[config.mk]
export PLATFORM = sky130hd
export DESIGN_NAME = ad80305_rx_dc_corr
export DESIGN_NICKNAME = d
export VERILOG_FILES = /design/src/rtl/ad80305_pkg.sv /design/src/rtl/ad80305_dc_est.sv /design/src/rtl/ad80305_rx_dc_corr.sv
export SDC_FILE = /design/constraint.sdc
export NUM_CORES = 1
export LEC_CHECK = 0
export ABC_AREA = 1
export CAP_MARGIN = 25
export CORE_ASPECT_RATIO = 0.9
export CORE_MARGIN = 3
export CORE_UTILIZATION = 60
export CTS_BUF_LIST = sky130_fd_sc_hd__clkbuf_4 sky130_fd_sc_hd__clkbuf_8 sky130_fd_sc_hd__clkbuf_16
export CTS_CLUSTER_SIZE = 16
export DETAILED_ROUTE_END_ITERATION = 10
export HOLD_SLACK_MARGIN = 0.02
export PLACE_DENSITY_LB_ADDON = 0.15
export SYNTH_ARGS = -nofsm -noshare
export SYNTH_HDL_FRONTEND = slang
export SYNTH_SLANG_ARGS = --single-unit
export TNS_END_PERCENT = 1
[constraint.sdc]
create_clock -name i_fpga_clk_125p -period 3.8 [get_ports i_fpga_clk_125p]
set_clock_uncertainty 0.1 [all_clocks]
set_input_delay 1.14 -clock i_fpga_clk_125p [delete_from_list [all_inputs] [get_ports i_fpga_clk_125p]]
set_output_delay 1.14 -clock i_fpga_clk_125p [all_outputs]
set_load 0.005 [all_outputs]
[src/rtl/ad80305_pkg.sv]
// Shared definitions for the AD80305 receive DC-offset correction stage.
// Holds the default sample width, saturation limits and the estimator state encoding.
package ad80305_pkg;

    localparam int DW = 12;

    // Saturation limits for a signed dw-bit sample.
    function automatic int sat_max(input int dw);
        return (1 << (dw - 1)) - 1;
    endfunction

    function automatic int sat_min(input int dw);
        return -(1 << (dw - 1));
    endfunction

    typedef enum logic [1:0] {
        IDLE   = 2'd0,
        ACCUM  = 2'd1,
        UPDATE = 2'd2
    } est_state_e;

endpackage

[src/rtl/ad80305_dc_est.sv]
// Windowed-average DC estimator shared by I and Q: one FSM, one window counter,
// one accumulator per channel, and the registered estimates.
module ad80305_dc_est #(
    parameter int DW       = ad80305_pkg::DW,
    parameter int ACC_LOG2 = 12
) (
    input  logic                 clk,
    input  logic                 rst,
    input  logic                 est_en,
    input  logic                 strobe,
    input  logic signed [DW-1:0] idata,
    input  logic signed [DW-1:0] qdata,
    output logic                 est_valid,
    output logic signed [DW-1:0] dc_est_i,
    output logic signed [DW-1:0] dc_est_q
);
    import ad80305_pkg::*;

    localparam int AW = DW + ACC_LOG2;
    localparam logic [ACC_LOG2-1:0] CNT_LAST = '1;

    est_state_e            state_q, state_d;
    logic [ACC_LOG2-1:0]   cnt_q, cnt_d;
    logic signed [AW-1:0]  acc_i_q, acc_i_d;
    logic signed [AW-1:0]  acc_q_q, acc_q_d;
    logic signed [DW-1:0]  est_i_q, est_i_d;
    logic signed [DW-1:0]  est_q_q, est_q_d;
    logic                  valid_q, valid_d;

    // NOTE: every always_comb output gets a default first so no path can infer a latch.
    always_comb begin
        state_d = state_q;
        cnt_d   = cnt_q;
        acc_i_d = acc_i_q;
        acc_q_d = acc_q_q;
        est_i_d = est_i_q;
        est_q_d = est_q_q;
        valid_d = 1'b0;

        unique case (state_q)
            IDLE: begin
                cnt_d   = '0;
                acc_i_d = '0;
                acc_q_d = '0;
                if (est_en) state_d = ACCUM;
            end
            ACCUM: begin
                if (!est_en) begin
                    state_d = IDLE;
                    cnt_d   = '0;
                    acc_i_d = '0;
                    acc_q_d = '0;
                end else if (strobe) begin
                    acc_i_d = acc_i_q + AW'(idata);
                    acc_q_d = acc_q_q + AW'(qdata);
                    cnt_d   = cnt_q + 1'b1;
                    if (cnt_q == CNT_LAST) state_d = UPDATE;
                end
            end
            UPDATE: begin
                // Dropping the low bits of a signed sum is an arithmetic shift: floor division.
                est_i_d = acc_i_q[AW-1:ACC_LOG2];
                est_q_d = acc_q_q[AW-1:ACC_LOG2];
                valid_d = 1'b1;
                if (strobe && est_en) begin
                    acc_i_d = AW'(idata);
                    acc_q_d = AW'(qdata);
                    cnt_d   = ACC_LOG2'(1);
                end else begin
                    acc_i_d = '0;
                    acc_q_d = '0;
                    cnt_d   = '0;
                end
                state_d = est_en ? ACCUM : IDLE;
            end
            default: state_d = IDLE;
        endcase
    end

    // NOTE: sequential state uses non-blocking assignments so all flops update together.
    always_ff @(posedge clk) begin
        if (rst) begin
            state_q <= IDLE;
            cnt_q   <= '0;
            acc_i_q <= '0;
            acc_q_q <= '0;
            est_i_q <= '0;
            est_q_q <= '0;
            valid_q <= 1'b0;
        end else begin
            state_q <= state_d;
            cnt_q   <= cnt_d;
            acc_i_q <= acc_i_d;
            acc_q_q <= acc_q_d;
            est_i_q <= est_i_d;
            est_q_q <= est_q_d;
            valid_q <= valid_d;
        end
    end

    assign est_valid = valid_q;
    assign dc_est_i  = est_i_q;
    assign dc_est_q  = est_q_q;

endmodule

[src/rtl/ad80305_rx_dc_corr.sv]
// Receive-path DC-offset correction: subtract estimate and trim, saturate, and
// forward with a fixed 2-cycle latency; bypass keeps the same latency.
module ad80305_rx_dc_corr #(
    parameter int ACC_LOG2 = 12,
    parameter int DW       = ad80305_pkg::DW
) (
    input  logic                 i_fpga_clk_125p,
    input  logic                 i_fpga_rst_125p,
    input  logic                 i_iq_corr_bypass,
    input  logic signed [7:0]    i_dc_corr_idata,
    input  logic signed [7:0]    i_dc_corr_qdata,
    input  logic                 i_est_en,
    input  logic                 i_iqdata_fp,
    input  logic signed [DW-1:0] i_idata,
    input  logic signed [DW-1:0] i_qdata,
    output logic                 o_iqdata_fp,
    output logic signed [DW-1:0] o_idata,
    output logic signed [DW-1:0] o_qdata,
    output logic                 o_est_valid,
    output logic signed [DW-1:0] o_dc_est_i,
    output logic signed [DW-1:0] o_dc_est_q
);
    import ad80305_pkg::*;

    // Two guard bits cover sample minus estimate minus trim without wrap.
    localparam int EW = DW + 2;
    localparam logic signed [EW-1:0] SAT_HI_X = EW'(sat_max(DW));
    localparam logic signed [EW-1:0] SAT_LO_X = EW'(sat_min(DW));
    localparam logic signed [DW-1:0] SAT_HI   = DW'(sat_max(DW));
    localparam logic signed [DW-1:0] SAT_LO   = DW'(sat_min(DW));

    logic signed [DW-1:0] dc_est_i, dc_est_q;

    logic                 fp1_q, fp1_d;
    logic signed [EW-1:0] d_i_q, d_i_d;
    logic signed [EW-1:0] d_q_q, d_q_d;
    logic                 fp2_q, fp2_d;
    logic signed [DW-1:0] out_i_q, out_i_d;
    logic signed [DW-1:0] out_q_q, out_q_d;

    function automatic logic signed [DW-1:0] saturate(input logic signed [EW-1:0] v);
        if (v > SAT_HI_X)      return SAT_HI;
        else if (v < SAT_LO_X) return SAT_LO;
        else                   return v[DW-1:0];
    endfunction

    ad80305_dc_est #(
        .DW       (DW),
        .ACC_LOG2 (ACC_LOG2)
    ) u_dc_est (
        .clk       (i_fpga_clk_125p),
        .rst       (i_fpga_rst_125p),
        .est_en    (i_est_en),
        .strobe    (i_iqdata_fp),
        .idata     (i_idata),
        .qdata     (i_qdata),
        .est_valid (o_est_valid),
        .dc_est_i  (dc_est_i),
        .dc_est_q  (dc_est_q)
    );

    always_comb begin
        fp1_d   = i_iqdata_fp;
        d_i_d   = d_i_q;
        d_q_d   = d_q_q;
        fp2_d   = fp1_q;
        out_i_d = out_i_q;
        out_q_d = out_q_q;

        if (i_iqdata_fp) begin
            if (i_iq_corr_bypass) begin
                d_i_d = EW'(i_idata);
                d_q_d = EW'(i_qdata);
            end else begin
                d_i_d = EW'(i_idata) - EW'(dc_est_i) - EW'(i_dc_corr_idata);
                d_q_d = EW'(i_qdata) - EW'(dc_est_q) - EW'(i_dc_corr_qdata);
            end
        end

        if (fp1_q) begin
            out_i_d = saturate(d_i_q);
            out_q_d = saturate(d_q_q);
        end
    end

    always_ff @(posedge i_fpga_clk_125p) begin
        if (i_fpga_rst_125p) begin
            fp1_q   <= 1'b0;
            d_i_q   <= '0;
            d_q_q   <= '0;
            fp2_q   <= 1'b0;
            out_i_q <= '0;
            out_q_q <= '0;
        end else begin
            fp1_q   <= fp1_d;
            d_i_q   <= d_i_d;
            d_q_q   <= d_q_d;
            fp2_q   <= fp2_d;
            out_i_q <= out_i_d;
            out_q_q <= out_q_d;
        end
    end

    assign o_iqdata_fp = fp2_q;
    assign o_idata     = out_i_q;
    assign o_qdata     = out_q_q;
    assign o_dc_est_i  = dc_est_i;
    assign o_dc_est_q  = dc_est_q;

endmodule

# Yosys cells after proc, flatten, opt, wreduce, memory -nomap -nowiden
# Cells that the tools add are included.
# classes
addsub	7
order_cmp	4
n_eq_ne	6
muxes	25
n_reduce_logical	5
# op_table
op	n
$mux W24	6
$pmux W24 S3	2
$mux W12	6
$add A24 B12 Y24	2
$pmux W12 S3	1
$gt A14 B12 Y1 const B	2
$lt A14 B12 Y1 const B	2
$mux W14	2
$sub A13 B8 Y14	2
$sub A12 B12 Y13	2
$add A12 B1 Y12 const B	1
$eq A12 B12 Y1 const B	1
$mux W2	4
$pmux W2 S3	1
$mux W1	3
$ne A3 B2 Y1 const B	1
$ne A3 B3 Y1 const B	1
$reduce_and A3 Y1	1
$reduce_bool A3 Y1	1
$eq A2 B1 Y1 const B	1
$eq A2 B2 Y1 const B	1
$logic_not A2 Y1	1
$ne A2 B2 Y1 const B	1
$reduce_and A2 Y1	1
$logic_and A1 B1 Y1	1
# totals
reg_bits	141
input_bits	45
out_inout_bits	50
word_cells	60

# Longest topological paths before layout
# depth
ltp_word	5
mapped_depth	15
mapped_depth_nobuf	15

# Modules after synthesis
# A second synthesis with hierarchy kept.
# unflattened
cells_unflattened	1896
area_unflattened_um2	11536.1
# modules_own_cells
module	instances	cells_per_inst	area_per_inst_um2	seq_area_each_um2
ad80305_dc_est	1	1233	7079.3	1741.7
ad80305_rx_dc_corr	1	663	4456.8	1081.0

# Worst setup path after synthesis
# No wires, ideal clock.
# synth_path
path_type	input to register
start	in i_dc_corr_idata[7]
end	reg d_i_q[13]
setup_ps	70
t_arrival_ps	3035
t_required_ps	3630
path_slack_ps	596
stages	12
n_path_buf	0
path_cell_list	inv_1 fa_1 ha_1 inv_1 o21ai_0 nor2_1 nor2_1 nor3_1 nand2_1 nand2_1 nand3_1 a21oi_1
# synth_via
elab_chain_cells	2
# synth_rtl
element	line_no	text
start, declared	ad80305_rx_dc_corr.sv:10	input logic signed [7:0] i_dc_corr_idata,
$sub A13 B8 Y14	ad80305_rx_dc_corr.sv:75	d_i_d = EW'(i_idata) - EW'(dc_est_i) - EW'(i_dc_corr_idata);
$mux W14	ad80305_rx_dc_corr.sv:71	if (i_iq_corr_bypass) begin
end signal, assigned	ad80305_rx_dc_corr.sv:96	d_i_q <= d_i_d;
end, declared	ad80305_rx_dc_corr.sv:35	logic signed [EW-1:0] d_i_q, d_i_d;
# Every way passes these cells.
# A chain may end at the register's enable or synchronous reset.

# Worst setup path in the final report
# layout_path
start	in i_qdata[3]
end	reg d_q_q[8]
# layout_via
elab_chain_cells	3
# layout_rtl
element	line_no	text
start, declared	ad80305_rx_dc_corr.sv:15	input logic signed [DW-1:0] i_qdata,
$sub A12 B12 Y13	ad80305_rx_dc_corr.sv:76	d_q_d = EW'(i_qdata) - EW'(dc_est_q) - EW'(i_dc_corr_qdata);
$sub A13 B8 Y14	ad80305_rx_dc_corr.sv:76	
$mux W14	ad80305_rx_dc_corr.sv:71	
end signal, assigned	ad80305_rx_dc_corr.sv:97	d_q_q <= d_q_d;
end, declared	ad80305_rx_dc_corr.sv:36	logic signed [EW-1:0] d_q_q, d_q_d;
# Every way passes these cells.

==> metrics <==
status=completed; Max Slew Vio Count=0; Seq/Total Area, Yosys=between 20% and 30%; critical path, cell by cell=clkdlybuf4s50_1, fa_1, ha_1, a21oi_1, o21ai_0, nor2_1, o21bai_1, nand2_1, nand2_1, o21ai_0, a21oi_1; Post-Syn Instances=between 1,500 and 2,000; Synthesized Nets=roughly 1,900; post-synthesis adder-cell area fraction=around 14%; post-CTS setup buffer count=0; Synth Area in Compound Gates=16.56%; worst skew pair latency=approximately 0.43 ns; Hold-fix buffers, CTS=0; Max-slew headroom=between 30% and 40%; post_cts resized=0; most frequent cells in the layout=nand2_1, inv_1, a21oi_1, dfxtp_1, nor2_1; global-route wire length before repair=about 53,000 um; worst min path class=register to register; WHS=about 0.36 ns; drt wl/cell=between 15 and 20 um; Lkg Pwr=approximately 6.1 nW; Via density=around 5.5; final period utilization=around 90%; Routed Wire Length=approximately 32,000 um; post-synthesis xor/xnor area fraction=1.126%; die height=between 100 and 150 um; final hold violation count=0; routed via count=approximately 12,000; DRC viols=0; Longest Clk Path Bufs=2; Row Count=46; total grt overflow=0; Initial Util=61.45%; GRT Overall Usage=32.58%; Peak Freq=~0.29 GHz; Tmin final=around 3.4 ns; largest family of logic cells by synthesized area=simple AND/OR/NAND/NOR gates; fin util=between 70% and 80%; io pins=95; clk slew on worst S/H paths=0.06 ns; commonest non-fill, non-tap cell in the layout=nand2_1; Initial DRC Count=978; Peak VDD IR=around 0.34 mV; Worst setup EP type=register; CP required=between 3 and 4 ns; Die Span X=roughly 150 um; htree depth=4; CTS root buffer=clkbuf_16; FF+latch count, synth=141; PD cells=between 300 and 400 mW/mm^2; Final WS setup=approximately 0.38 ns; Diodes inserted=0; area of the die=0.01981 sq mm; Netlist cell types=43; fraction of layout cells with a size suffix above 1=~6.1%; Final HPWL DP=between 20,000 and 25,000 um; Mean Syn Cell Area=about 6.3 sq um; synth warn=0; Post-DRT Antenna Nets=0; Crit path arrival time=3.59 ns; proportion of synthesized area in mux cells=0%; Slew @ Worst Pin=about 1.0 ns; RSZ-0062 raised after global routing=no; core area=0.01773 sq mm; antenna violations before repair=0; CTS sink count=approximately 140; crit path kind=input pin to register; Power, Total=roughly 4.9 mW; Post-Syn Area=about 0.011 sq mm; gp weighted congestion=between 0.9 and 1; post-synthesis simple-gate area fraction=about a third; crit start category=input pin; pin count of the biggest net entering global routing=90; TritonCTS clock tree=built; IO Port Bufs=94; total CTS buffers=17; router iterations before antenna repair=5; setup TNS=0 ns; area delta synth->final=18.27%; vias in the first global route=about 11,000; # setup viols final=0; CP max stage delay=about 0.57 ns; Critical Path Fanout Max=6; NumNets Final=1,993; dpl ws=-0.005054 ns; Crit-path slowest cell=clkdlybuf4s50_1; total of max-cap violations=0
-- final timing paths --
check / startpoint / depth (start not counted) / slack [ns] / endpoint
max: i_qdata[3] / 11 / 0.38 / d_q_q[8]$_SDFFE_PP0P_
min: d_q_q[7]$_SDFFE_PP0P_ / 2 / 0.36 / d_q_q[7]$_SDFFE_PP0P_
max reg2reg: u_dc_est.dc_est_i[3]$_SDFFE_PP0P_ / 11 / 1.22 / d_i_q[8]$_SDFFE_PP0P_
min reg2reg: d_q_q[7]$_SDFFE_PP0P_ / 2 / 0.36 / d_q_q[7]$_SDFFE_PP0P_
-- layout make-up --
class,count,area [sq um]
clock buffers,17,425.4
clock inverters,15,186.4
fillers,1588,4843
inverters,252,948.4
multi-input cells,1288,6899
flip-flops and latches,141,2823
well taps,240,300.3
repair buffers,141,1301
-- routing by layer --
layer	vias up	global-route usage, %	routed length, um
li1	5805	-	-
met1	5390	46.59	15200
met2	373	51.91	14430
met3	42	5.608	2382
met4	0	7.440	410
met5	-	0	0
-- worst max-delay path: cells and delay by family --
kind | cells | cell delay [ns]
buffers and inverters | 1 | 0.57
AOI/OAI and AO/OA | 5 | 0.71
and+or+nand+nor | 3 | 0.31
adders and majority gates | 2 | 0.86
-- sequential cells by signal, summed over array words and instances (netlist names) --
name / flops
d_i_q: 14
d_q_q: 14
fp1_q: 1
o_idata: 12
o_iqdata_fp: 1
o_qdata: 12
u_dc_est.acc_i_q: 24
u_dc_est.acc_q_q: 24
u_dc_est.cnt_q: 12
u_dc_est.dc_est_i: 12
u_dc_est.dc_est_q: 12
u_dc_est.est_valid: 1
u_dc_est.state_q: 2
-- power by group --
group          internal [mW]  leakage [nW]  switching, mW  total, mW
sequential              1.57          1.15         0.0575       1.63
clock                   1.05         0.293          0.723       1.77
combinational          0.593          4.68          0.910       1.50
-- metrics by stage --
| step | area [sq um] | cells |
|---|---|---|
| after floorplan | 10890 | 1733 |
| after global placement | 12270 | 2062 |
| after detailed placement | 12270 | 2062 |
| after CTS | 12880 | 2094 |
| after global routing | 12880 | 2094 |
| final | 12880 | 2094 |
-- cell families (layout without fill, tap and decap cells) --
group | Yosys count | count (layout)
simple gates | 833 | 833
buf+inv | 304 | 425
compound gates | 334 | 334
fa+ha+maj | 107 | 107
xor+xnor | 14 | 14
flops | 141 | 141
-- cell usage after synthesis, drive strengths merged --
cell type  instances  area [sq um]
nand2            548          2077
inv              249         937.2
a21oi            183         915.9
dfxtp            141          2823
nor2             127         498.0
o21ai            105         525.5
nand3            102         510.5
ha                81          1013
clkbuf            33         123.9
fa                26         520.5
buf               19         98.84
nand4             17         106.4
nor3              14         75.07
a22oi             13         97.59
or2               13         81.33
nand3b            12         90.09
a31oi             11         68.82
xor2              11         96.34
o211ai             5         37.54
o21bai             4         30.03
a211oi             3         27.52
clkinv             3         11.26
xnor2              3         26.28
a221oi             2         30.03
o221a              2         22.52
a211o              1         8.760
a21boi             1         7.510
a21o               1         7.510
a32oi              1         8.760
o2111ai            1         8.760
o21a               1         7.510
Power figures use the tool's default switching activity.
